--- config.mk ---
export PLATFORM = sky130hd
export DESIGN_NAME = spram_fifo_ctrl
export DESIGN_NICKNAME = d
export VERILOG_FILES = /design/src/rtl/spram_fifo_ctrl.sv
export SDC_FILE = /design/constraint.sdc
export NUM_CORES = 1
export LEC_CHECK = 0
export BUFFER_PORTS_ARGS = -buffer_cell sky130_fd_sc_hd__buf_2
export CAP_MARGIN = 15
export CORE_ASPECT_RATIO = 0.6
export CORE_MARGIN = 5
export CORE_UTILIZATION = 33
export CTS_CLUSTER_DIAMETER = 60
export CTS_CLUSTER_SIZE = 16
export DETAILED_ROUTE_END_ITERATION = 12
export GPL_TIMING_DRIVEN = 0
export HOLD_SLACK_MARGIN = 0.03
export PLACE_DENSITY = 0.49
export SKIP_LAST_GASP = 1
export SYNTH_ARGS = -nofsm -noshare
export SYNTH_HDL_FRONTEND = slang
export SYNTH_SLANG_ARGS = --single-unit
--- constraint.sdc ---
create_clock -name clk -period 3.6 [get_ports clk]
set_clock_uncertainty 0.2 [all_clocks]
set_input_delay 0.18 -clock clk [delete_from_list [all_inputs] [get_ports clk]]
set_output_delay 0.18 -clock clk [all_outputs]
set_load 0.1 [all_outputs]
--- src/rtl/spram_fifo_ctrl.sv ---
// spram_fifo_ctrl: valid/ready FIFO built on a 64x16 single-port RAM
// Optional macro SPFIFO_WR_PRIO_EN: writes always win RAM conflicts
module spram_fifo_ctrl #(
    parameter int DW = 16,
    parameter int AW = 6
) (
    input  logic          clk,
    input  logic          rst_n,
    input  logic          in_valid,
    output logic          in_ready,
    input  logic [DW-1:0] in_data,
    output logic          out_valid,
    input  logic          out_ready,
    output logic [DW-1:0] out_data,
    output logic [AW:0]   count,
    output logic          ram_we,
    output logic [AW-1:0] ram_a,
    output logic [DW-1:0] ram_di,
    input  logic [DW-1:0] ram_do
);

    localparam int DEPTH = 2 ** AW;
    localparam logic [AW:0] FULL = (AW + 1)'(DEPTH);

`ifndef SPFIFO_WR_PRIO_EN
    typedef enum logic {
        PRIO_WR = 1'b0,
        PRIO_RD = 1'b1
    } prio_t;

    prio_t prio_q;
    prio_t prio_d;
`endif

    logic [AW-1:0] wr_ptr_q;
    logic [AW-1:0] rd_ptr_q;
    logic [AW-1:0] a_q;
    logic [AW:0]   used_q;
    logic [AW:0]   unread_q;
    logic [AW:0]   used_d;
    logic [AW:0]   unread_d;
    logic          inflight_q;
    logic [1:0]    obuf_cnt_q;
    logic [1:0]    obuf_cnt_d;
    logic          obuf_hd_q;
    logic          obuf_tl;
    logic [DW-1:0] obuf_q [2];

    logic ram_full;
    logic wr_want;
    logic rd_want;
    logic wr_gnt;
    logic rd_gnt;
    logic cap;
    logic pop;

    // Requests depend on registered state only, never on grants
    assign ram_full = (used_q == FULL);
    assign wr_want  = in_valid && !ram_full;
    assign rd_want  = (unread_q != '0) &&
                      ((obuf_cnt_q + 2'(inflight_q)) < 2'd2);

`ifdef SPFIFO_WR_PRIO_EN
    // Writes win every conflict; reads fill idle cycles
    always_comb begin
        wr_gnt   = wr_want;
        rd_gnt   = rd_want && !wr_want;
        in_ready = !ram_full;
    end
`else
    // Round-robin between push and prefetch, flipping only on conflict
    always_comb begin
        wr_gnt   = wr_want && (!rd_want || (prio_q == PRIO_WR));
        rd_gnt   = rd_want && (!wr_want || (prio_q == PRIO_RD));
        in_ready = !ram_full && !(rd_want && (prio_q == PRIO_RD));
        prio_d   = prio_q;
        if (wr_want && rd_want) begin
            prio_d = (prio_q == PRIO_WR) ? PRIO_RD : PRIO_WR;
        end
    end

    // Arbitration priority register
    always_ff @(posedge clk) begin
        if (!rst_n) begin
            prio_q <= PRIO_WR;
        end else begin
            prio_q <= prio_d;
        end
    end
`endif

    // RAM port: address follows the grant, otherwise holds
    always_comb begin
        ram_a = a_q;
        unique case (1'b1)
            wr_gnt:  ram_a = wr_ptr_q;
            rd_gnt:  ram_a = rd_ptr_q;
            default: ram_a = a_q;
        endcase
    end

    assign ram_we = wr_gnt && rst_n;
    assign ram_di = in_data;

    // A read's data lands one cycle after its grant
    assign cap       = inflight_q;
    assign out_valid = (obuf_cnt_q != 2'd0);
    assign out_data  = obuf_q[obuf_hd_q];
    assign pop       = out_valid && out_ready;
    assign obuf_tl   = obuf_hd_q ^ obuf_cnt_q[0];

    // Next occupancy; a RAM slot is released only at capture
    always_comb begin
        used_d     = used_q + (AW + 1)'(wr_gnt) - (AW + 1)'(cap);
        unread_d   = unread_q + (AW + 1)'(wr_gnt) - (AW + 1)'(rd_gnt);
        obuf_cnt_d = obuf_cnt_q + 2'(cap) - 2'(pop);
    end

    assign count = used_q + (AW + 1)'(obuf_cnt_q);

    // Pointers, occupancy and read tracking
    always_ff @(posedge clk) begin
        if (!rst_n) begin
            wr_ptr_q   <= '0;
            rd_ptr_q   <= '0;
            a_q        <= '0;
            used_q     <= '0;
            unread_q   <= '0;
            inflight_q <= 1'b0;
        end else begin
            if (wr_gnt) begin
                wr_ptr_q <= wr_ptr_q + AW'(1);
            end
            if (rd_gnt) begin
                rd_ptr_q <= rd_ptr_q + AW'(1);
            end
            a_q        <= ram_a;
            used_q     <= used_d;
            unread_q   <= unread_d;
            inflight_q <= rd_gnt;
        end
    end

    // Two-entry output buffer; capture and pop may coincide
    always_ff @(posedge clk) begin
        if (!rst_n) begin
            obuf_q[0]  <= '0;
            obuf_q[1]  <= '0;
            obuf_hd_q  <= 1'b0;
            obuf_cnt_q <= 2'd0;
        end else begin
            if (cap) begin
                obuf_q[obuf_tl] <= ram_do;
            end
            if (pop) begin
                obuf_hd_q <= ~obuf_hd_q;
            end
            obuf_cnt_q <= obuf_cnt_d;
        end
    end

endmodule

==> results of run 1 <==
## layout by cell type, fill, tap and decap left out, drive strengths merged, types with 2 or more instances in the layout
master	instances
dfxtp	38
clkinvlp	2
xor2	2
a21oi	22
o31ai	5
nand2b	8
mux2	16
nand2	12
a21o	4
a31oi	8
nand4	3
fa	3
clkinv	3
xnor2	16
a41o	2
buf	89
nor3	4
edfxtp	32
clkbuf	17
nor2b	2
o21ai	11
or3	3
and2	37
nor2	25
mux2i	4
a211oi	8
nand3	22
dlygate4sd3	16
inv	23
a311o	2
or4	4
o21bai	2
a21boi	2
ha	27
## cells by family after synthesis
| kind of cell | Yosys count | synth area share, % |
|---|---|---|
| buf+inv | 51 | 7.07 |
| compound gates | 69 | 11.5 |
| flops | 70 | 44.0 |
| simple gates | 125 | 17.4 |
| xor+xnor | 18 | 4.22 |
| mux | 20 | 5.63 |
| fa+ha+maj | 30 | 10.2 |
## repair_timing
item,4_1_cts,5_1_grt
endpoints found under the setup margin,6,10
hold endpoints to repair,32,0
buffers inserted,0,1
hold buffers,16,0
resized for setup,6,2
pin swaps,0,1
## layer usage
layer / vias up / track usage [%] / wire length [um]
met5: - / 0 / 0
met4: 0 / 2.36 / 4
met3: 2 / 3.88 / 416
met2: 63 / 19.6 / 4090
met1: 1415 / 21.3 / 5160
li1: 1534 / - / -
## tightest hold or removal path: stages
cell	delay [ps]
buf_2	120
a21boi_4	140
nand3_1	80
a21oi_1	60
## state kept, by name (all words and copies together) (netlist names), named ones only
signal	cells
rd_ptr_q	6
unread_q	7
prio_q	1
a_q	6
used_q	7
cap	1
obuf_q	32
obuf_hd_q	1
wr_ptr_q	6
obuf_cnt_q	2
## worst max path at each step
stage,endpoint,slack (ps),cells after the start
after floorplan,ram_a[0],380,9
after detailed placement,unread_q[6]$_SDFF_PN0_,70,11
after global routing,used_q[6]$_SDFF_PN0_,60,12
after CTS,unread_q[6]$_SDFF_PN0_,40,11
after global placement,unread_q[6]$_SDFF_PN0_,120,11
final,unread_q[6]$_SDFF_PN0_,240,12
## layout make-up
cell class / count / area [um2] / share of cell area [%]
inverter: 22 / 82.6 / 1.66
clock inverter: 7 / 72.6 / 1.46
clock buffer: 9 / 225 / 4.52
timing repair buffer: 84 / 528 / 10.6
tap: 160 / 200 / 4.02
buffer: 29 / 194 / 3.89
multi-input combinational: 262 / 1960 / 39.3
sequential: 70 / 1720 / 34.6
## through the flow
step | std cells | util, % | instance area (um2) | setup WS, ps | hold slack (ps)
floorplan | 383 | - | 3940 | 379 | 178
global placement | 609 | 39.0 | 4470 | 120 | 258
detailed placement | 610 | 39.2 | 4490 | 68.6 | 273
CTS | 642 | 43.3 | 4960 | 36.8 | 109
global route | 643 | 43.5 | 4980 | 62.6 | 103
finish | 643 | 43.5 | 4980 | 241 | 100
==> reports/results.ini, run 1 <==
[logic_synthesis]
async_flop_share_pct=0
syn_area_mm2=0.00391
synthFlopType=dfxtp_1
ys_types=46
yosysSeqAreaShare_pct=44.0
yosysMostFrequentCell=dfxtp_1
synthesis.nets=449
synth_common_cells=dfxtp_1 (38), and2_1 (37), edfxtp_1 (32)
netlist.area_leader.share_pct=24.6
ys_ff_latch=70
synthCells=383
synth-edff-count=32
syn_area_per_cell_um2=10.2
yosysWarningCount=0
yosysTopAreaCell=edfxtp_1
synthTopCellsByArea=edfxtp_1 (25%), dfxtp_1 (19%), ha_1 (8.6%)

[clock_tree]
ctsHtreeMaxLevel=3
numCtsBuffers=9
clk_pin_slew_ps=60
cts_root_buf=clkbuf_16
clockBufferDepth=2
cts.sinks=70
tritoncts=done
worstSkewPairLatency_ps=330

[die]
die_h_um=94.3
initial_utilization_pct=34.2
fp-row-count=30
io_pins=84
dieArea_mm2=0.0142
coreArea_mm2=0.0114
fp.dieW_um=151

[critical_path]
r2r-start=used_q[4]$_SDFF_PN0_
crit_type=reg2reg
end_kind=flip-flop
max_stage_delay_ps=420
critical_path.slowest_cell=fa_1
worst_setup_path_start_kind=flip-flop
path_cells=inv_1 > ha_1 > nand4b_1 > o21ai_0 > buf_2 > nand2_1 > ha_1 > ha_1 > fa_1 > a21oi_1 > o21bai_1 > a311o_1
rr_worst_depth=12
path_delay_family=adder cells
crit_arrival_ps=3380
crit_start=used_q[4]$_SDFF_PN0_
crit_path_max_fanout=10
r2r_end=unread_q[6]$_SDFF_PN0_
r2r_setup_slack_ps=240
required_ps=3620
worst-path-buf-inv=2
cpMostUsedCell=ha_1

[sta]
clock.fmax_ghz=0.298
slew_headroom_pct=40.3
period_minus_slack_ps=3360
finalSetupTns_ps=0
setup_violations=0
fin_crit_sh_pct=93.3
tightest_slew_ps=895
rsz0062_at_grt=no
final_hold_viol_count=0
drv_slew=0

[hold_path]
min_path_type=in2reg
hold_depth=4
min_to=prio_q$_SDFFE_PN0P_
min_from=in_valid

[drt]
ant_nets=0
drt_first_pass_iters=4
wire_per_inst_um=15.0
drt_iter0_drc=124
viasPerCell=4.69
num_vias=3014
drcViolationCount=0
drt_wl_total_um=9670

[place]
dp_hpwl_um=7400
place_congestion=0.811
port_buffers=66

[final_layout]
n_antenna_cell=0
nFillCells=1118
num-nets-final=544
area_growth_pct=27.4
drive_gt1_share_pct=28.4

[grt]
grt_pass1_wl_um=15600
antenna_found_initial=0
grt.total_usage_pct=14.0
grt_max_degree=17
grt_overflow=0
first_global_vias=2987

[status]
status=completed

[job]
cap_violations=0

Power of run 1 is left out: the tool's default activity adds up to more than one toggle a clock period on the data nets, which glitch-free logic cannot reach.
==> run 2, diff against run 1 <==
--- a/config.mk
+++ b/config.mk
@@ -9,13 +9,13 @@
 export CAP_MARGIN = 15
 export CORE_ASPECT_RATIO = 0.6
 export CORE_MARGIN = 5
-export CORE_UTILIZATION = 33
+export CORE_UTILIZATION = 55
 export CTS_CLUSTER_DIAMETER = 60
 export CTS_CLUSTER_SIZE = 16
 export DETAILED_ROUTE_END_ITERATION = 12
 export GPL_TIMING_DRIVEN = 0
 export HOLD_SLACK_MARGIN = 0.03
-export PLACE_DENSITY = 0.49
+export PLACE_DENSITY = 0.76
 export SKIP_LAST_GASP = 1
 export SYNTH_ARGS = -nofsm -noshare
 export SYNTH_HDL_FRONTEND = slang
==> run 2 against run 1 <==
Net effect:
- largest cell class unchanged
- highest routed layer unchanged
- wire length fell by 6.2%
- non-clock buffer count decreased by 1
- cell count shrank 12%
- first-iteration DRC count rose by 46%
==> reports/results.ini, run 2 (synthesized netlist as in run 1, its figures left out) <==
[final_layout]
mostFrequentLayoutCell=buf_2
largest_reg_flops=32
drive_gt1_share_pct=28.0
regMostFlops=obuf_q
register_area_mm2=0.00172
area_growth_pct=25.6
num-nets-final=543
n_antenna_cell=0
top_regs=obuf_q: 32 flops, unread_q: 7 flops, used_q: 7 flops
nFillCells=496
fin_util_pct=72.3
multi_input_area_mm2=0.00196
final_cell_mix=buf_2 (66), dfxtp_1 (38), and2_1 (37)

[place]
dp_hpwl_um=6620
port_buffers=66
place_congestion=0.752

[clock_tree]
clockBufferDepth=2
cts_root_buf=clkbuf_16
ctsHtreeMaxLevel=3
numCtsBuffers=9
tritoncts=done
cts.sinks=70
worstSkewPairLatency_ps=340
clk_pin_slew_ps=60

[sta]
final_hold_viol_count=0
setup_violations=0
drv_slew=0
period_minus_slack_ps=3370
fin_crit_sh_pct=93.7
tightest_slew_ps=897
clock.fmax_ghz=0.296
slew_headroom_pct=40.2

[die]
coreArea_mm2=0.00679
initial_utilization_pct=57.6
fp.dieW_um=119
fp-row-count=23
dieArea_mm2=0.00895
io_pins=84
die_h_um=75.3

[grt]
grt_max_degree=17
grt_overflow=0
grt_pass1_wl_um=15000
antenna_found_initial=0
grt.total_usage_pct=21.4
first_global_vias=3117

[critical_path]
crit_type=reg2reg
end_kind=flip-flop
required_ps=3630
worst_setup_path_start_kind=flip-flop
crit_path_max_fanout=10
crit_arrival_ps=3400

[drt]
num_vias=3085
drcViolationCount=0
drt_first_pass_iters=4
drt_wl_total_um=9070
viasPerCell=5.42
wire_per_inst_um=15.9
ant_nets=0
drt_iter0_drc=181

[hold_path]
min_path_type=in2reg

[status]
status=completed

[job]
cap_violations=0

## run 2: metal layers
layer | GRT usage, % | part of all wire, % | vias up
li1 | - | - | 1535
met5 | 0 | 0 | -
met3 | 5.64 | 6.7 | 11
met2 | 33.5 | 45 | 106
met4 | 7.70 | 1.1 | 0
met1 | 29.4 | 47 | 1433
## run 2: repair_timing
action	CTS	global route
hold buffers	16	0
endpoints found under the hold margin	32	0
gates resized for setup	0	7
setup endpoints to repair	0	10
buffers inserted	0	1
## run 2: final timing paths
path / startpoint / to / slack [ps] / depth (start not counted)
setup reg to reg: unread_q[2]$_SDFF_PN0_ / unread_q[6]$_SDFF_PN0_ / 230 / 12
hold / removal: in_valid / wr_ptr_q[1]$_SDFFE_PN0P_ / 100 / 4
hold reg to reg: wr_ptr_q[5]$_SDFFE_PN0P_ / wr_ptr_q[5]$_SDFFE_PN0P_ / 280 / 2
setup / recovery: unread_q[2]$_SDFF_PN0_ / unread_q[6]$_SDFF_PN0_ / 230 / 12
## run 2: final cells by class
type | count | share of cell area (%)
timing repair buffer | 83 | 10.3
inverter | 22 | 1.68
sequential | 70 | 35.0
clock inverter | 6 | 1.91
multi-input combinational | 262 | 40.0
clock buffer | 10 | 4.86
buffer | 29 | 4.00
tap | 87 | 2.22
## run 2: through the flow
stage          cells  cell area, um2  hold slack [ps]  setup TNS (ps)  setup slack [ps]
2_1_floorplan    383            3940              178               0               379
3_3_place_gp     536            4380              253               0               164
3_5_place_dp     536            4380              271               0               136
4_1_cts          568            4880             91.7               0              2.56
5_1_grt          569            4910              105           -7.25             -7.25
6_report         569            4910              101               0               227
## run 2: worst max-delay path, stage by stage, from the launching register on
cell	delay [ps]
dfxtp_1	360
inv_1	90
ha_1	200
and4bb_4	220
a21oi_1	250
clkbuf_4	260
nand2_1	110
ha_1	300
ha_1	220
fa_1	410
a21oi_1	170
o21bai_1	150
a311o_1	340
Power of run 2 is left out for the same reason.
